--- config.mk ---
export PLATFORM = sky130hd
export DESIGN_NAME = alu_cmd_ctrl
export DESIGN_NICKNAME = d
export VERILOG_FILES = /design/src/rtl/alu_cmd_ctrl.sv
export SDC_FILE = /design/constraint.sdc
export NUM_CORES = 1
export LEC_CHECK = 0
export CAP_MARGIN = 30
export CORE_MARGIN = 2
export CORE_UTILIZATION = 45
export DETAILED_ROUTE_END_ITERATION = 10
export PLACE_DENSITY = 0.84
export RECOVER_POWER = 25
export SLEW_MARGIN = 20
export SYNTH_ARGS = -nofsm -noshare
export SYNTH_HDL_FRONTEND = slang
export SYNTH_SLANG_ARGS = --single-unit
--- constraint.sdc ---
create_clock -name CLK -period 7.9 [get_ports CLK]
set_input_delay 1.58 -clock CLK [delete_from_list [all_inputs] [get_ports CLK]]
set_output_delay 1.58 -clock CLK [all_outputs]
set_load 0.03 [all_outputs]
--- src/rtl/alu_cmd_ctrl.sv ---
// -----------------------------------------------------------------------------
// alu_cmd_ctrl
//
// Command sequencer between the UART byte paths and the shared ALU.
// It assembles a six-byte frame (HEADER, A lo, A hi, B lo, B hi, FUN) from the
// RX stream. It then loads the ALU operand/function registers and pulses
// ALU_EN for one cycle. Next it waits a bounded time for ALU_valid, captures
// the result, and streams it LSB first over a valid/ready TX handshake.
//
// Ports
//   CLK        in   system clock, rising edge
//   Reset      in   asynchronous active-low reset
//   RX_data    in   received byte
//   RX_valid   in   one-cycle strobe qualifying RX_data
//   ALU_A      out  operand A (registered, holds between commands)
//   ALU_B      out  operand B (registered, holds between commands)
//   ALU_FUN    out  function code (registered, holds between commands)
//   ALU_EN     out  one-cycle ALU enable
//   ALU_out    in   ALU result
//   ALU_valid  in   ALU result valid
//   TX_data    out  result byte to transmitter
//   TX_valid   out  TX_data valid
//   TX_ready   in   transmitter accepts byte when TX_valid && TX_ready
//   Busy       out  high whenever the sequencer is not idle
//   Err        out  one-cycle error pulse
// -----------------------------------------------------------------------------
module alu_cmd_ctrl #(
    parameter int unsigned           DATA_WIDTH = 8,
    parameter int unsigned           OP_WIDTH   = 16,
    parameter int unsigned           OUT_WIDTH  = 32,
    parameter logic [DATA_WIDTH-1:0] HEADER     = 8'hCC,
    parameter int unsigned           TIMEOUT    = 8
) (
    input  logic                  CLK,
    input  logic                  Reset,
    input  logic [DATA_WIDTH-1:0] RX_data,
    input  logic                  RX_valid,
    output logic [OP_WIDTH-1:0]   ALU_A,
    output logic [OP_WIDTH-1:0]   ALU_B,
    output logic [3:0]            ALU_FUN,
    output logic                  ALU_EN,
    input  logic [OUT_WIDTH-1:0]  ALU_out,
    input  logic                  ALU_valid,
    output logic [DATA_WIDTH-1:0] TX_data,
    output logic                  TX_valid,
    input  logic                  TX_ready,
    output logic                  Busy,
    output logic                  Err
);

    // State encoding
    localparam logic [3:0] IDLE     = 4'd0;
    localparam logic [3:0] GET_AL   = 4'd1;
    localparam logic [3:0] GET_AH   = 4'd2;
    localparam logic [3:0] GET_BL   = 4'd3;
    localparam logic [3:0] GET_BH   = 4'd4;
    localparam logic [3:0] GET_FUN  = 4'd5;
    localparam logic [3:0] EXEC     = 4'd6;
    localparam logic [3:0] WAIT_RES = 4'd7;
    localparam logic [3:0] SEND     = 4'd8;

    localparam int unsigned NUM_BYTES = OUT_WIDTH / DATA_WIDTH;
    localparam int unsigned IDX_W     = (NUM_BYTES > 1) ? $clog2(NUM_BYTES) : 1;
    localparam int unsigned CNT_W     = $clog2(TIMEOUT + 1);

    localparam logic [IDX_W-1:0] LAST_IDX = IDX_W'(NUM_BYTES - 1);
    localparam logic [CNT_W-1:0] CNT_LAST = CNT_W'(TIMEOUT - 1);

    // Reset synchronizer: assertion is immediate, release is aligned to CLK.
    logic [1:0] rst_sync_q;
    logic       rst_n;

    always_ff @(posedge CLK or negedge Reset) begin
        if (!Reset) begin
            rst_sync_q <= 2'b00;
        end else begin
            rst_sync_q <= {rst_sync_q[0], 1'b1};
        end
    end

    assign rst_n = rst_sync_q[1];

    // State and registered outputs
    logic [3:0]            state_q,    state_d;
    logic [OP_WIDTH-1:0]   alu_a_q,    alu_a_d;
    logic [OP_WIDTH-1:0]   alu_b_q,    alu_b_d;
    logic [3:0]            alu_fun_q,  alu_fun_d;
    logic                  alu_en_q,   alu_en_d;
    logic [OUT_WIDTH-1:0]  result_q,   result_d;
    logic [IDX_W-1:0]      idx_q,      idx_d;
    logic [CNT_W-1:0]      cnt_q,      cnt_d;
    logic [DATA_WIDTH-1:0] tx_data_q,  tx_data_d;
    logic                  tx_valid_q, tx_valid_d;
    logic                  busy_q,     busy_d;
    logic                  err_q,      err_d;

    // Byte view of the captured result, LSB byte at index 0
    logic [DATA_WIDTH-1:0] res_bytes [NUM_BYTES];

    for (genvar i = 0; i < NUM_BYTES; i++) begin : g_res_bytes
        assign res_bytes[i] = result_q[i*DATA_WIDTH +: DATA_WIDTH];
    end

    always_comb begin
        state_d    = state_q;
        alu_a_d    = alu_a_q;
        alu_b_d    = alu_b_q;
        alu_fun_d  = alu_fun_q;
        alu_en_d   = 1'b0;
        result_d   = result_q;
        idx_d      = idx_q;
        cnt_d      = cnt_q;
        tx_data_d  = tx_data_q;
        tx_valid_d = tx_valid_q;
        err_d      = 1'b0;

        case (state_q)
            IDLE: begin
                // Non-header bytes are noise between frames, not errors.
                if (RX_valid && (RX_data == HEADER)) begin
                    state_d = GET_AL;
                end
            end
            GET_AL: begin
                if (RX_valid) begin
                    alu_a_d[DATA_WIDTH-1:0] = RX_data;
                    state_d                 = GET_AH;
                end
            end
            GET_AH: begin
                if (RX_valid) begin
                    alu_a_d[OP_WIDTH-1:DATA_WIDTH] = RX_data;
                    state_d                        = GET_BL;
                end
            end
            GET_BL: begin
                if (RX_valid) begin
                    alu_b_d[DATA_WIDTH-1:0] = RX_data;
                    state_d                 = GET_BH;
                end
            end
            GET_BH: begin
                if (RX_valid) begin
                    alu_b_d[OP_WIDTH-1:DATA_WIDTH] = RX_data;
                    state_d                        = GET_FUN;
                end
            end
            GET_FUN: begin
                if (RX_valid) begin
                    if (RX_data[DATA_WIDTH-1:4] == '0) begin
                        alu_fun_d = RX_data[3:0];
                        alu_en_d  = 1'b1;  // high for exactly the EXEC cycle
                        state_d   = EXEC;
                    end else begin
                        err_d   = 1'b1;
                        state_d = IDLE;
                    end
                end
            end
            EXEC: begin
                if (RX_valid) begin
                    err_d = 1'b1;
                end
                cnt_d   = '0;
                state_d = WAIT_RES;
            end
            WAIT_RES: begin
                if (RX_valid) begin
                    err_d = 1'b1;
                end
                if (ALU_valid) begin
                    result_d   = ALU_out;
                    tx_data_d  = ALU_out[DATA_WIDTH-1:0];
                    tx_valid_d = 1'b1;
                    idx_d      = '0;
                    state_d    = SEND;
                end else if (cnt_q == CNT_LAST) begin
                    // Err lands on the cycle the count reaches TIMEOUT.
                    err_d   = 1'b1;
                    cnt_d   = cnt_q + 1'b1;
                    state_d = IDLE;
                end else begin
                    cnt_d = cnt_q + 1'b1;
                end
            end
            SEND: begin
                if (RX_valid) begin
                    err_d = 1'b1;
                end
                // TX_valid is always high in SEND, so TX_ready alone completes a beat.
                if (TX_ready) begin
                    if (idx_q == LAST_IDX) begin
                        tx_valid_d = 1'b0;
                        state_d    = IDLE;
                    end else begin
                        idx_d     = idx_q + 1'b1;
                        tx_data_d = res_bytes[idx_d];
                    end
                end
            end
            default: begin
                state_d    = IDLE;
                tx_valid_d = 1'b0;
            end
        endcase

        busy_d = (state_d != IDLE);
    end

    always_ff @(posedge CLK or negedge rst_n) begin
        if (!rst_n) begin
            state_q    <= IDLE;
            alu_a_q    <= '0;
            alu_b_q    <= '0;
            alu_fun_q  <= '0;
            alu_en_q   <= 1'b0;
            result_q   <= '0;
            idx_q      <= '0;
            cnt_q      <= '0;
            tx_data_q  <= '0;
            tx_valid_q <= 1'b0;
            busy_q     <= 1'b0;
            err_q      <= 1'b0;
        end else begin
            state_q    <= state_d;
            alu_a_q    <= alu_a_d;
            alu_b_q    <= alu_b_d;
            alu_fun_q  <= alu_fun_d;
            alu_en_q   <= alu_en_d;
            result_q   <= result_d;
            idx_q      <= idx_d;
            cnt_q      <= cnt_d;
            tx_data_q  <= tx_data_d;
            tx_valid_q <= tx_valid_d;
            busy_q     <= busy_d;
            err_q      <= err_d;
        end
    end

    assign ALU_A    = alu_a_q;
    assign ALU_B    = alu_b_q;
    assign ALU_FUN  = alu_fun_q;
    assign ALU_EN   = alu_en_q;
    assign TX_data  = tx_data_q;
    assign TX_valid = tx_valid_q;
    assign Busy     = busy_q;
    assign Err      = err_q;

endmodule

==> results of run 1 <==
## sequential cells by signal, indices dropped and copies added, names as in the netlist
name        count
result_q       32
ALU_A          16
ALU_B          16
TX_data         8
ALU_FUN         4
cnt_q           4
state_q         4
idx_q           2
rst_sync_q      2
ALU_EN          1
Busy            1
Err             1
TX_valid        1
## metrics by stage
stage	instances	worst slack (ns)
6_report	489	3.592
3_5_place_dp	473	4.414
3_3_place_gp	471	4.469
4_1_cts	489	4.730
5_1_grt	489	2.589
2_1_floorplan	283	5.141
## cells in the final DEF (no fill, tap or decap), types with 3 or more instances in the layout
| cell type | count |
|---|---|
| o21ai_1 | 9 |
| mux2_2 | 53 |
| clkbuf_8 | 10 |
| nor2b_1 | 4 |
| mux4_2 | 8 |
| mux2_1 | 15 |
| a21oi_1 | 5 |
| nor2_1 | 5 |
| dfrtp_1 | 91 |
| inv_1 | 3 |
| clkdlybuf4s50_1 | 92 |
| mux2i_1 | 10 |
| nand3_1 | 4 |
| o21ai_0 | 6 |
| nand2b_1 | 3 |
| nand2_1 | 22 |
## final cells by class
class	instances	area, um^2	area share, %
sequential	92	2306	43.95
multi-input combinational	174	1615	30.79
timing repair buffer	96	947.2	18.05
inverter	3	11.26	0.2146
clock buffer	10	137.6	2.623
tap	108	135.1	2.576
clock inverter	6	93.84	1.789
## logic make-up after synthesis
kind of cell               count (synthesis)
muxes                                     86
AOI/OAI and AO/OA                         31
buffers and inverters                     17
xor gates and xnor gates                   1
and+or+nand+nor                           53
adders and majority gates                  2
DFF                                       92
other                                      1
## metal layers
layer / part of all wire, % / GRT usage [%] / vias to the layer above
met4: 1.0 / 6.322 / 0
met1: 44 / 25.33 / 1358
li1: - / - / 1210
met3: 4.3 / 3.508 / 10
met5: 0 / 0 / -
met2: 50 / 28.94 / 74
## power groups by stage
stage / Clock, mW / Combinational, mW / Sequential (mW)
finish: 0.361 / 0.833 / 0.783
global route: 0.392 / 0.882 / 0.809
CTS: 0.369 / 0.843 / 0.783
detailed placement: 0 / 0.840 / 0.793
global placement: 0 / 0.818 / 0.784
floorplan: 0 / 0.332 / 0.966
## worst max-delay path: cells and delay by family, from the launching register on
family | cells | cell delay (ns)
buffers and inverters | 2 | 3.54
DFF | 1 | 0.40
## how the worst min path moves through the flow
stage,to,slack (ns),depth (start not counted)
2_1_floorplan,rst_sync_q[1],0.33,0
3_5_place_dp,rst_sync_q[1],0.34,0
5_1_grt,rst_sync_q[1],0.39,0
3_3_place_gp,rst_sync_q[1],0.34,0
6_report,rst_sync_q[1],0.37,0
4_1_cts,rst_sync_q[1],0.37,0
## synth_stat cells, drive strengths merged, types with 2 or more instances
master and instances:
clkbuf 2, a21oi 5, ha 2, nand2b 3, nand4b 2, mux2 68
nor2 5, o21ai 15, nor4 3, nand2 22, inv 3, or3 2
o221ai 2, mux4 8, dfrtp 92, nand3 5, mux2i 10, buf 12
nor2b 4
==> impl_metrics.json, run 1 <==
{
  "status": "complete, but fails checks",
  "violations": "max-capacitance violations, max-slew violations",
  "postCtsSetupRepairBufs": 0,
  "drive_gt1_share_pct": 22.83,
  "grt_pass1_wl_um": 13970,
  "synthCells": 283,
  "synth-simple-area-share_pct": 8.115,
  "cp_data_arrival_time_ns": 4.30,
  "ys_ff_latch": 92,
  "comb_power_share_pct": 42.1,
  "grt_usage_pct": 18.22,
  "cts_tree": "yes",
  "cts_buffer_depth": 2,
  "die_w_um": 98.39,
  "power.switching_uw": 732.0,
  "cts-root-buf": "clkbuf_8",
  "synthesis.nets": 330,
  "cp-endpoint": "Busy",
  "critPathKind": "flop to asynchronous set/reset pin",
  "grt_pass1_vias": 2739,
  "min_from": "rst_sync_q[0]",
  "route.detailed.drc": 0,
  "syn_avg_cell_area_um2": 14.17,
  "drt_iter0_markers": 109,
  "crit_path_top_delay_cell": "clkbuf_1",
  "dieArea_mm2": 0.009680,
  "ys_seq_area_share_pct": 57.43,
  "start_kind": "flop",
  "post-route-util_pct": 60.45,
  "cpPeakStageDelay_ns": 1.80,
  "synth_top_area_share_pct": 57.43,
  "yosys.area.top_type": "dfrtp_1",
  "finalSetupViolCount": 0,
  "p_leak_nw": 2.259,
  "ctsResizeCount": 0,
  "placeableCoreArea_mm2": 0.008678,
  "required_ns": 7.89,
  "worst_slew_pin_slew_ns": 2.560,
  "yosysUniqueCellTypes": 46,
  "yosys_warnings": 0,
  "synth_top_family_by_area": "multiplexers",
  "viasPerCell": 5.423,
  "place_congestion": 0.8231,
  "holdBufCountCts": 0,
  "finalWirelength_um": 8502,
  "synth-compound-area-share_pct": 5.150,
  "tns_ns": 0,
  "async_flop_share_pct": 100.0,
  "cp-startpoint": "rst_sync_q[1]",
  "cp-end-kind": "asynchronous set/reset pin",
  "path_cells": "clkbuf_1 -> clkbuf_1",
  "min_path_type": "flop to flop",
  "fillers": 701,
  "power_frac_seq_pct": 39.6,
  "report.final.slew_viol_count": 93,
  "portBuffers": 92,
  "ant_nets": 0,
  "internal-power_mw": 1.244,
  "synth_adder_area_share_pct": 0.6242,
  "worstPathMaxFanout": 47,
  "period_needed_ns": 4.308,
  "r2r_slack_ns": 3.59,
  "r2r-start": "rst_sync_q[1]",
  "die_h_um": 98.39,
  "grt_antenna_before_repair": 0,
  "row_count": 34,
  "cts_buffers": 9,
  "netlist_area_mm2": 0.004009,
  "postPlaceCellArea_mm2": 0.005035,
  "p_clk_share_pct": 18.3,
  "clkSinkCount": 92,
  "min_period_over_period_pct": 54.54,
  "whs_ns": 0.3713,
  "finalPower_mw": 1.976,
  "cap_violations": 2,
  "clock_latency_ns": 0.35,
  "synth_enable_flop_cells": 0,
  "powerDensity_mw_per_mm2": 376.7,
  "antenna_cells": 0,
  "relSlewSlack_pct": -70.64,
  "grt_remaining_overflow": 0,
  "grt_max_degree": 48,
  "swShare_pct": 37.04,
  "synth-main-ff-cell": "dfrtp_1",
  "grt_setup_unrepaired": "false",
  "area_growth_pct": 30.87,
  "dr_total_vias": 2652,
  "synthMuxAreaShare_pct": 26.09,
  "ff2ff_path_depth": 2,
  "synthXorXnorAreaFrac_pct": 0.2185,
  "design_area_mm2": 0.005246,
  "timing.rr.end": "Busy",
  "start_util_pct": 46.19,
  "wl_per_cell_um": 17.39,
  "drt_pre_antenna_iters": 4,
  "netlist_top_cells_area": "dfrtp_1 (57%), mux2_2 (15%), mux4_2 (4.5%)",
  "clk_pin_slew_ns": 0.10,
  "h-tree-depth": 3,
  "clock.fmax_ghz": 0.2321,
  "hpwl_um": 6011,
  "critPathMostFrequentCell": "clkbuf_1",
  "nets": 423,
  "fin_skew_ns": 0.01057,
  "peakVddDrop_mv": 0.1397,
  "hold_viol_final": 0,
  "io_pins": 93
}
Note: power is estimated with default switching activity, not from simulation.
==> run 2: changes to the inputs <==
clock period = 4.4 ns   (was 7.9 ns; I/O delays follow)
==> run 2 against run 1 <==
Against the previous run: register-to-register slack worse by 1.7 ns; critical path type unchanged; routed wire length down 0.96%; flip-flop and latch count unchanged; first-iteration DRC count down 8.3%; the run now ends clean; clock skew down 0.0029 ns; highest routed layer unchanged; via count down 0.41%; final area down 0.48%; core utilization down 0.29 points; clock power up 70%; largest power group unchanged; clock-buffer cell count unchanged.
==> impl_metrics.json, run 2 (synthesis results as in run 1) <==
{
  "status": "completed",
  "drt_iter0_markers": 100,
  "ant_nets": 0,
  "min_period_over_period_pct": 58.09,
  "final_cell_mix": "dfrtp_1 (92), clkdlybuf4s50_1 (91), mux2_2 (53), nand2_1 (22), mux2_1 (15)",
  "grt_usage_pct": 18.97,
  "power.switching_mw": 1.302,
  "postCtsSetupRepairBufs": 0,
  "die_w_um": 98.39,
  "grt_max_degree": 58,
  "peakVddDrop_mv": 0.3032,
  "dieArea_mm2": 0.009680,
  "cpPeakStageDelay_ns": 1.24,
  "start_kind": "flop",
  "powerDensity_mw_per_mm2": 673.1,
  "p_clk_share_pct": 17.5,
  "portBuffers": 92,
  "grt_pass1_wl_um": 14460,
  "finalSetupViolCount": 0,
  "relSlewSlack_pct": 8.864,
  "grt_antenna_before_repair": 0,
  "route.detailed.drc": 0,
  "internal-power_mw": 2.212,
  "largest_reg_flops": 32,
  "r2r_slack_ns": 1.84,
  "dr_total_vias": 2641,
  "wl_per_cell_um": 17.29,
  "h-tree-depth": 3,
  "power_frac_seq_pct": 40.2,
  "drt_pre_antenna_iters": 4,
  "grt_remaining_overflow": 0,
  "finalWirelength_um": 8420,
  "min_from": "rst_sync_q[0]",
  "p_leak_nw": 2.246,
  "tns_ns": 0,
  "min_path_type": "flop to flop",
  "final_common_cell": "dfrtp_1",
  "worst_slew_pin_slew_ns": 1.367,
  "regMostFlops": "result_q",
  "required_ns": 4.64,
  "report.final.slew_viol_count": 0,
  "cp_num_buf_inv": 1,
  "holdBufCountCts": 0,
  "swShare_pct": 37.05,
  "cap_violations": 0,
  "grt_setup_unrepaired": "false",
  "viasPerCell": 5.423,
  "finalPower_mw": 3.514,
  "crit_path_top_delay_cell": "dfrtp_1",
  "hpwl_um": 6041,
  "row_count": 34,
  "cts_tree": "yes",
  "timing.rr.end": "TX_valid",
  "grt_pass1_vias": 2766,
  "cts_buffers": 9,
  "ff2ff_path_depth": 1,
  "hold_depth": 0,
  "comb_power_share_pct": 42.3,
  "nets": 422,
  "antenna_cells": 0,
  "clkSinkCount": 92,
  "clk_pin_slew_ns": 0.09,
  "cp-end-kind": "asynchronous set/reset pin",
  "r2r-start": "rst_sync_q[1]",
  "period_needed_ns": 2.556,
  "die_h_um": 98.39,
  "io_pins": 93,
  "placeableCoreArea_mm2": 0.008678,
  "clock.fmax_ghz": 0.3912,
  "critPathKind": "flop to asynchronous set/reset pin",
  "area_growth_pct": 30.24,
  "worstPathMaxFanout": 57,
  "cts_buffer_depth": 2,
  "ctsResizeCount": 0,
  "fin_skew_ns": 0.007708,
  "path_cells": "clkbuf_2",
  "cts-root-buf": "clkbuf_8",
  "fillers": 672,
  "hold_end": "rst_sync_q[1]",
  "place_congestion": 0.8189,
  "cp_data_arrival_time_ns": 2.80,
  "hold_viol_final": 0,
  "clock_latency_ns": 0.35,
  "start_util_pct": 46.19,
  "path_delay_family": "flip-flops",
  "drive_gt1_share_pct": 22.43
}
## run 2: stage by stage
step / hold WS, ns / area (um^2) / utilization, % / setup slack (ns) / cells
after floorplan: 0.3312 / 4009 / - / 1.648 / 283
after global placement: 0.3410 / 4996 / 57.57 / 1.678 / 470
after detailed placement: 0.3004 / 5035 / 58.02 / 1.647 / 472
after CTS: 0.3117 / 5248 / 60.47 / 2.021 / 487
after global routing: 0.3810 / 5221 / 60.16 / 1.249 / 487
final: 0.3532 / 5221 / 60.16 / 1.844 / 487
## run 2: per-layer routing
metal / wire [um] / track usage (%) / up-vias
li1: - / - / 1216
met1: 3669 / 26.14 / 1341
met2: 4287 / 30.77 / 73
met3: 356 / 3.293 / 11
met4: 106 / 6.217 / 0
met5: 0 / 0 / -
## run 2: power by group through the flow
stage	logic, mW	registers [mW]	clock network [mW]
6_report	1.49	1.41	0.614
5_1_grt	1.59	1.47	0.665
4_1_cts	1.51	1.42	0.628
3_5_place_dp	1.51	1.43	0
3_3_place_gp	1.45	1.42	0
2_1_floorplan	0.596	1.73	0
## run 2: how the worst max path moves through the flow
stage,endpoint,start,slack (ns),cells past startpoint
after floorplan,ALU_A[0],rst_sync_q[1],1.65,0
after global placement,Busy,ALU_valid,1.68,5
after detailed placement,Busy,ALU_valid,1.65,5
after CTS,Busy,ALU_valid,2.02,5
after global routing,ALU_A[15],rst_sync_q[1],1.25,1
final,TX_valid,rst_sync_q[1],1.84,1
## run 2: final cells by class
class / count / area [um^2] / share of cell area, %
clock buffers: 10 / 127.6 / 2.444
clock inverters: 5 / 85.08 / 1.630
inverters: 3 / 11.26 / 0.2157
multi-input cells: 174 / 1615 / 30.94
flip-flops and latches: 92 / 2302 / 44.09
well taps: 108 / 135.1 / 2.588
repair buffers: 95 / 944.7 / 18.09
==> run 3: changes to the inputs <==
PLACE_DENSITY = 0.87   (was 0.84)
clock period = 2.16 ns   (was 4.4 ns; I/O delays follow)
==> run 3 against run 2 <==
Against the previous run: the flow now finishes with violations (max-capacitance violations, max-slew violations); critical path type is now flop to flop; non-clock buffer count rose by 17; sequential power rose by 100%; hold slack got worse by 0.054 ns; via count rose by 1.1%; combinational power rose by 110%; largest cell class unchanged; final area rose by 2.0%; global-route usage fell by 0.35 points; fmax rose by 28%; highest routed layer unchanged; critical path depth rose by 3; power rose by 99%; flip-flop and latch count did not move; worst setup slack got worse by 1.7 ns.
==> impl_metrics.json, run 3 (synthesis results as in run 1) <==
{
  "status": "complete, but fails checks",
  "violations": "max-capacitance violations, max-slew violations",
  "dr_total_vias": 2671,
  "hold_viol_final": 0,
  "clk_pin_slew_ns": 0.10,
  "wl_per_cell_um": 16.93,
  "period_needed_ns": 2.001,
  "r2r-start": "state_q[2]",
  "ff2ff_path_depth": 4,
  "power.switching_mw": 2.668,
  "grt_pass1_wl_um": 14070,
  "grt_max_degree": 52,
  "final_cell_mix": "dfrtp_1 (92), clkdlybuf4s50_1 (91), mux2_2 (53), nand2_1 (22), buf_4 (18)",
  "min_path_type": "input port to asynchronous set/reset pin",
  "relSlewSlack_pct": -10.30,
  "grt_usage_pct": 18.62,
  "clock_latency_ns": 0.36,
  "holdBufCountCts": 0,
  "grt_setup_unrepaired": "false",
  "cts_buffers": 9,
  "min_period_over_period_pct": 92.66,
  "p_leak_nw": 2.315,
  "stdcell_count": 504,
  "area_growth_pct": 32.83,
  "timing.rr.end": "result_q[11]",
  "power_frac_seq_pct": 40.5,
  "cp-startpoint": "state_q[2]",
  "finalWirelength_um": 8532,
  "hpwl_um": 6307,
  "clkSinkCount": 92,
  "drt_iter0_markers": 83,
  "worstPathMaxFanout": 32,
  "h-tree-depth": 3,
  "fin_skew_ns": 0.01487,
  "viasPerCell": 5.300,
  "finalSetupViolCount": 0,
  "dp.cells": 489,
  "place_congestion": 0.8600,
  "clock.fmax_ghz": 0.4996,
  "grt_pass1_vias": 2787,
  "route.detailed.drc": 0,
  "largest_reg_flops": 32,
  "ant_nets": 0,
  "dieArea_mm2": 0.009680,
  "postCtsSetupRepairBufs": 0,
  "final_common_cell": "dfrtp_1",
  "r2r_slack_ns": 0.16,
  "p_clk_share_pct": 14.5,
  "ctsResizeCount": 0,
  "peakVddDrop_mv": 0.5722,
  "antenna_cells": 0,
  "grt_antenna_before_repair": 0,
  "comb_power_share_pct": 45.0,
  "required_ns": 2.40,
  "critPathKind": "flop to flop",
  "nets": 439,
  "regMostFlops": "result_q",
  "cp-endpoint": "result_q[11]",
  "powerDensity_mw_per_mm2": 1313,
  "portBuffers": 92,
  "drt_pre_antenna_iters": 4,
  "worst_slew_pin_slew_ns": 1.654,
  "start_kind": "flop",
  "internal-power_mw": 4.323,
  "cts_buffer_depth": 2,
  "cap_violations": 1,
  "placeableCoreArea_mm2": 0.008678,
  "start_util_pct": 46.19,
  "tns_ns": 0,
  "io_pins": 93,
  "cp-end-kind": "flop",
  "die_h_um": 98.39,
  "cts-root-buf": "clkbuf_8",
  "swShare_pct": 38.16,
  "drive_gt1_share_pct": 25.76,
  "cts_tree": "yes",
  "cp_data_arrival_time_ns": 2.24,
  "die_w_um": 98.39,
  "grt_remaining_overflow": 0,
  "report.final.slew_viol_count": 40,
  "row_count": 34
}
## run 3: cell types whose count changed in the layout (fill, tap and decap cells not counted), sizes merged
cell      previous run  this run
buf                  2        20
clkinvlp             1         2
clkinv               1         2
clkbuf              11        10
bufinv               2         0
## run 3: how the worst min path moves through the flow
stage | start | to | cells past startpoint
final | Reset | rst_sync_q[1] | 1
after floorplan | Reset | rst_sync_q[0] | 0
after global routing | Reset | rst_sync_q[1] | 1
after detailed placement | rst_sync_q[1] | result_q[27] | 0
after global placement | rst_sync_q[1] | result_q[27] | 0
after CTS | Reset | rst_sync_q[1] | 1
## run 3: power groups by stage
stage / Sequential, mW / Clock (mW) / Combinational, mW
3_3_place_gp: 2.83 / 0 / 3.10
2_1_floorplan: 3.53 / 0 / 1.21
4_1_cts: 2.83 / 1.04 / 3.19
6_report: 2.83 / 1.01 / 3.15
5_1_grt: 2.92 / 1.10 / 3.33
3_5_place_dp: 2.86 / 0 / 3.18
## run 3: critical path, stage by stage (launching register included)
cell and delay [ns]:
dfrtp_1 0.65, nor2b_1 0.42, nand3_1 0.22, buf_12 0.23, mux2_1 0.33
## run 3: metal layers
metal / vias up / wire length (um) / global-route usage [%]
met2: 73 / 4357 / 31.08
met4: 0 / 167 / 6.955
met1: 1340 / 3682 / 23.58
met5: - / 0 / 0
met3: 14 / 325 / 4.653
li1: 1244 / - / -
## run 3: area by class of cell
type / count / area, um^2
inverter: 3 / 11.26
clock buffer: 10 / 127.6
clock inverter: 5 / 37.54
multi-input combinational: 174 / 1615
fill: 693 / 3353
sequential: 92 / 2302
tap: 108 / 135.1
timing repair buffer: 112 / 1096
## run 3: through the flow
| step | util (%) | setup WS (ns) | hold slack (ns) | power [mW] | cell area, um^2 |
|---|---|---|---|---|---|
| global route | 61.36 | 0.08898 | 0.2711 | 7.358 | 5325 |
| detailed placement | 59.50 | 0.03010 | 0.3293 | 6.043 | 5164 |
| finish | 61.36 | 0.1585 | 0.2989 | 6.991 | 5325 |
| floorplan | - | 0.5488 | 0.1364 | 4.748 | 4010 |
| CTS | 61.40 | 0.1643 | 0.2122 | 7.055 | 5329 |
| global placement | 59.50 | 0.08656 | 0.3184 | 5.930 | 5164 |
